--- config.mk ---
export PLATFORM = sky130hd
export DESIGN_NAME = ccff_bitstream_loader_flat
export DESIGN_NICKNAME = d
export VERILOG_FILES = /design/src/rtl/ccff_bitstream_loader_if.sv /design/src/rtl/ccff_bitstream_loader.sv /design/src/flat_wrapper.sv
export SDC_FILE = /design/constraint.sdc
export NUM_CORES = 1
export LEC_CHECK = 0
export CAP_MARGIN = 20
export CORE_AREA = 2 2 57 59
export DETAILED_ROUTE_END_ITERATION = 10
export DIE_AREA = 0 0 59 61
export PLACE_DENSITY = 0.76
export SLEW_MARGIN = 25
export SYNTH_ARGS = -nofsm -noshare
export SYNTH_HDL_FRONTEND = slang
export SYNTH_SLANG_ARGS = --single-unit
--- constraint.sdc ---
create_clock -name prog_clk -period 1.5 [get_ports prog_clk]
set_input_delay 0.225 -clock prog_clk [delete_from_list [all_inputs] [get_ports prog_clk]]
set_output_delay 0.225 -clock prog_clk [all_outputs]
set_load 0.03 [all_outputs]
--- src/rtl/ccff_bitstream_loader_if.sv ---
// Host word stream into the configuration-chain loader: valid/ready handshake plus data word.
interface ccff_bitstream_loader_if #(
  parameter int WORD_WIDTH = 8
) ();
  logic                  din_valid;
  logic [WORD_WIDTH-1:0] din_data;
  logic                  din_ready;

  // Host side drives words, loader side answers with ready.
  modport master (output din_valid, output din_data, input din_ready);
  modport slave  (input din_valid, input din_data, output din_ready);
endinterface

--- src/rtl/ccff_bitstream_loader.sv ---
// Serialises host words into the daisy-chained ccff flip-flops, MSB first. Generates the shift
// enable for the external prog_clk gate. Counts loaded bits and folds the bits leaving the
// chain tail into a parity bit.
module ccff_bitstream_loader #(
  parameter int WORD_WIDTH   = 8,
  parameter int CHAIN_LENGTH = 20,
  parameter int CNT_W        = $clog2(CHAIN_LENGTH + 1)
) (
  input  logic                     prog_clk,
  input  logic                     pReset_n,
  input  logic                     start,
  ccff_bitstream_loader_if.slave   din,
  output logic                     ccff_head,
  output logic                     ccff_shift_en,
  input  logic                     ccff_tail,
  output logic                     busy,
  output logic                     config_done,
  output logic [CNT_W-1:0]         bit_count,
  output logic                     tail_parity
);

  localparam int IDX_W = $clog2(WORD_WIDTH);

  typedef enum logic [1:0] {
    StIdle,
    StLoad,
    StShift,
    StDone
  } state_e;

  state_e                r_state;
  logic [WORD_WIDTH-1:0] r_shreg;
  logic [IDX_W-1:0]      r_bit_idx;
  logic [CNT_W-1:0]      r_bit_count;
  logic                  r_tail_parity;

  state_e                w_state_d;
  logic [WORD_WIDTH-1:0] w_shreg_d;
  logic [IDX_W-1:0]      w_bit_idx_d;
  logic [CNT_W-1:0]      w_bit_count_d;
  logic                  w_tail_parity_d;

  logic [CNT_W-1:0]      w_cnt_inc;
  logic                  w_last_bit;
  logic                  w_word_ready;
  logic                  w_chain_full;

  // bit_count never exceeds CHAIN_LENGTH-1 while shifting, so the increment cannot wrap.
  assign w_cnt_inc    = r_bit_count + CNT_W'(1);
  assign w_last_bit   = (r_bit_idx == IDX_W'(WORD_WIDTH - 1));
  assign w_chain_full = (w_cnt_inc == CNT_W'(CHAIN_LENGTH));
  // Request the next word on the final bit of a word, unless this edge completes the chain.
  assign w_word_ready = (r_state == StShift) && w_last_bit &&
                        (w_cnt_inc < CNT_W'(CHAIN_LENGTH));

  // Outputs are decoded from registered state only; din_valid never reaches ccff_head.
  assign din.din_ready  = (r_state == StLoad) || w_word_ready;
  assign ccff_shift_en  = (r_state == StShift);
  assign ccff_head      = (r_state == StShift) ? r_shreg[WORD_WIDTH-1] : 1'b0;
  assign busy           = (r_state == StLoad) || (r_state == StShift);
  assign config_done    = (r_state == StDone);
  assign bit_count      = r_bit_count;
  assign tail_parity    = r_tail_parity;

  // State register and datapath registers; asynchronous reset clears everything.
  always_ff @(posedge prog_clk or negedge pReset_n) begin
    if (!pReset_n) begin
      r_state       <= StIdle;
      r_shreg       <= '0;
      r_bit_idx     <= '0;
      r_bit_count   <= '0;
      r_tail_parity <= 1'b0;
    end else begin
      r_state       <= w_state_d;
      r_shreg       <= w_shreg_d;
      r_bit_idx     <= w_bit_idx_d;
      r_bit_count   <= w_bit_count_d;
      r_tail_parity <= w_tail_parity_d;
    end
  end

  // Next-state and datapath update.
  always_comb begin
    w_state_d       = r_state;
    w_shreg_d       = r_shreg;
    w_bit_idx_d     = r_bit_idx;
    w_bit_count_d   = r_bit_count;
    w_tail_parity_d = r_tail_parity;

    unique case (r_state)
      StIdle, StDone: begin
        if (start) begin
          w_state_d       = StLoad;
          w_bit_count_d   = '0;
          w_tail_parity_d = 1'b0;
        end
      end

      StLoad: begin
        if (din.din_valid) begin
          w_shreg_d   = din.din_data;
          w_bit_idx_d = '0;
          w_state_d   = StShift;
        end
      end

      StShift: begin
        w_bit_count_d   = w_cnt_inc;
        w_tail_parity_d = r_tail_parity ^ ccff_tail;
        w_shreg_d       = r_shreg << 1;
        w_bit_idx_d     = r_bit_idx + IDX_W'(1);
        if (w_chain_full) begin
          // Any unshifted bits of the current word are dropped.
          w_state_d = StDone;
        end else if (w_last_bit) begin
          if (din.din_valid) begin
            w_shreg_d   = din.din_data;
            w_bit_idx_d = '0;
          end else begin
            w_state_d = StLoad;
          end
        end
      end

      default: begin
        w_state_d = StIdle;
      end
    endcase
  end

endmodule
--- src/flat_wrapper.sv ---
// flat-port wrapper written by rule: the top's interface ports become plain ports
module ccff_bitstream_loader_flat 
#(
  parameter int WORD_WIDTH   = 8,
  parameter int CHAIN_LENGTH = 20,
  parameter int CNT_W        = $clog2(CHAIN_LENGTH + 1)
)
  (prog_clk, pReset_n, start, ccff_head, ccff_shift_en, ccff_tail, busy, config_done, bit_count, tail_parity, din_din_valid, din_din_data, din_din_ready);
  ccff_bitstream_loader_if #(.WORD_WIDTH(WORD_WIDTH)) din_i ();
  input  logic prog_clk;
  input  logic pReset_n;
  input  logic start;
  output logic ccff_head;
  output logic ccff_shift_en;
  input  logic ccff_tail;
  output logic busy;
  output logic config_done;
  output logic [CNT_W-1:0] bit_count;
  output logic tail_parity;
  input wire logic [$bits(din_i.din_valid)-1:0] din_din_valid;
  input wire logic [$bits(din_i.din_data)-1:0] din_din_data;
  output wire logic [$bits(din_i.din_ready)-1:0] din_din_ready;
  assign din_i.din_valid = din_din_valid;
  assign din_i.din_data = din_din_data;
  assign din_din_ready = din_i.din_ready;
  ccff_bitstream_loader #(.WORD_WIDTH(WORD_WIDTH), .CHAIN_LENGTH(CHAIN_LENGTH), .CNT_W(CNT_W)) u_core (.prog_clk(prog_clk), .pReset_n(pReset_n), .start(start), .din(din_i), .ccff_head(ccff_head), .ccff_shift_en(ccff_shift_en), .ccff_tail(ccff_tail), .busy(busy), .config_done(config_done), .bit_count(bit_count), .tail_parity(tail_parity));
endmodule
==> results.md <==
- antenna-violating nets left: 0
- RD Place Congestion: 0.8036
- total number of vias: 1155
- CP Class: flop to output port
- number of placed I/O pins: 24
- power density over cell area: 1889 nW/um^2
- Req. time, crit path: 1270 ps
- number of vias per cell: 5.526
- maximum number of pins on one net before global-route repair: 20
- nets: 197
- routed wirelength normalized by instance count: 17.21 microns
- most repeated cell in the gate-level netlist after synthesis: dfrtp_1
- GRT Resource Usage Total: 18.74%
- TritonCTS clock tree: done
- clock-pin slew on the worst setup and hold paths: 120 ps
- Layout Area Growth over Synthesis: 76.80%
- clock latency of the later-clocked register in the worst-skew pair: 320 ps
- number of antenna repair diodes: 0
- register bit total from synthesis: 19
- Post-Synthesis Net Count: 129
- overall power after layout: 3.656 mW
- least setup slack across all paths after layout: -438.8 ps
- max-cap violation count: 0
- top-area cell type share of the netlist area: 43.43%
- cell area after layout: 1936 sq um
- violations in the final reports: negative setup slack
- worst hold path class: input port to asynchronous set/reset pin
- data arrival time of the critical path: 1710 ps
- list of most frequent post-synthesis cells: dfrtp_1, nand2_1, nor2_1
- core region area: 2953 sq um
- deepest level of the CTS H-tree: 1
- TritonCTS Buffers: 3
- gate count after technology mapping: 109
- count of TritonRoute iterations in the first routing pass: 4
- register-to-register setup slack: -140 ps
- Max rail drop VDD: 1.418 mV
- overall die width: 59 microns
- total number of yosys warnings: 0
- Final setup violation count: 20
- number of cell rows: 20
- LEAKAGE: 0.8997 nW
- run status: finished, violations left
- Total Negative Setup Slacks: -1690 ps
- via count of the first global-routing pass: 1122
- post-layout minimum cycle time: 1939 ps
- Bufs on Longest Clock Path: 2
- Slew @ Worst Pin: 335.0 ps
- Max Freq: 515.8 MHz
- antenna violations before repair: 0
- DRC marker count from the first detailed-route iteration: 32
- Placement Cell Area: 1573 sq um
- RSZ-0062 raised after global routing: true
- max_slew headroom: 77.31%
- routed wire length: 3596 microns
- top cells by area, synth: dfrtp_1, mux2i_1, ha_1
- post-synthesis cell type count: 29
- # hold bufs at CTS: 0
- critical path startpoint category: flop
- number of port buffers: 23
- library cell with the largest summed area after synthesis: dfrtp_1
- worst slack, placed: -141.3 ps
- effective utilization at floorplan: 37.08%
- kind of capture point of the worst setup path: output port
- top flip-flop cell by instance count after synthesis: dfrtp_1
- Syn Std Cell Area: 1095 sq um
- Clock Skew: 11.10 ps
- fraction of layout instances using a drive strength above 1: 48.86%
- maximum fanout along the worst path: 4
- count of unresolved DRC violations after routing: 0
- proportion of register bits with asynchronous set or reset after synthesis: 100.0%
- half-perimeter wire length after detailed placement: 2107 microns
- number of flops mapped to enable cells by yosys: 0
- crit share post-route: 129.3%
- GR Overflow Total: 0
- library cell used as clock root buffer: clkbuf_4
- sequential cell area fraction in the yosys report: 43.43%
- first-pass GRT wire length: 4926 microns
- number of hold violations in the final report: 0
- Num Clock Sinks: 19
- Max Slew Vio Count: 0
- average cell area after synthesis: 10.04 sq um
- Die Outline Area: 3599 sq um
- Die Span Y: 61 microns
-- critical path, stage by stage, from the launching register on --
cell     delay (ps)
dfrtp_2         410
ha_4            160
nand3_2          80
or3b_1          380
a41o_4          230
buf_6           140
-- kinds of logic (layout without fill, tap and decap cells) --
family	Yosys count	count (layout)	share of synthesized area (%)
and+or+nand+nor	37	37	17.60
buffers and inverters	8	74	3.657
DFF	19	19	43.43
adders and majority gates	7	7	8.000
AOI/OAI and AO/OA	29	30	19.08
muxes	9	9	8.229
-- final timing paths --
kind                                     start                   to  cells after the start
setup / recovery           u_core.bit_count[1]        din_din_ready                      5
hold / removal                        pReset_n    u_core.r_state[0]                      2
setup reg to reg             u_core.r_state[1]    u_core.r_state[1]                      6
hold reg to reg              u_core.r_shreg[0]    u_core.r_shreg[0]                      2
max in group asynchronous             pReset_n  u_core.bit_count[0]                      2
min in group prog_clk          din_din_data[0]    u_core.r_shreg[0]                      3
-- cells in the final DEF (no fill, tap or decap), types with 3 or more instances in the layout --
cell type	count
clkbuf_4	3
nand2_1	10
nand3_1	4
dfrtp_2	3
dfrtp_1	16
ha_4	3
buf_6	15
o21ai_1	3
o21ai_0	3
mux2i_1	9
inv_1	3
nor2_1	8
dlygate4sd2_1	3
buf_4	29
a21oi_1	8
clkdlybuf4s50_1	12
-- state kept, by name, indices dropped and copies added, names as in the netlist --
signal,flops
u_core.bit_count,5
u_core.tail_parity,1
u_core.r_shreg,8
u_core.r_bit_idx,3
u_core.r_state,2
-- area by class of cell --
cell class	count	area, sq um
fill	217	1017
multi-input combinational	83	747.0
tap	33	41.29
clock inverter	1	5.005
inverter	5	21.27
timing repair buffer	65	619.3
clock buffer	3	22.52
sequential	19	479.2
-- what timing repair did --
item | 4_1_cts | 5_1_grt
resized for setup | 40 | 24
setup buffers | 7 | 11
pin swaps | 9 | 13
setup endpoints to repair | 28 | 26
cloned | 1 | 1
-- report_power, final --
group / switching [mW] / leakage [nW] / internal, mW
Sequential: 0.126 / 0.233 / 0.694
Combinational: 1.19 / 0.649 / 1.37
Clock: 0.175 / 0.0177 / 0.0999
Total: 1.49 / 0.900 / 2.16
-- stage by stage --
step / hold WS (ps) / cells / util (%)
after floorplan: -70.59 / 109 / -
after global placement: 455.5 / 186 / 53.26
after detailed placement: 467.9 / 186 / 53.26
after CTS: 245.9 / 198 / 59.07
after global routing: 247.3 / 209 / 65.55
final: 233.7 / 209 / 65.55
-- routing by layer --
metal	wire length [microns]	GRT usage (%)	part of all wire, %	up-vias
li1	-	-	-	533
met1	1349	19.10	38	575
met2	2010	37.62	56	34
met3	116	2.985	3.2	13
met4	119	7.468	3.3	0
met5	0	0	0	-
Power figures use the tool's default switching activity.
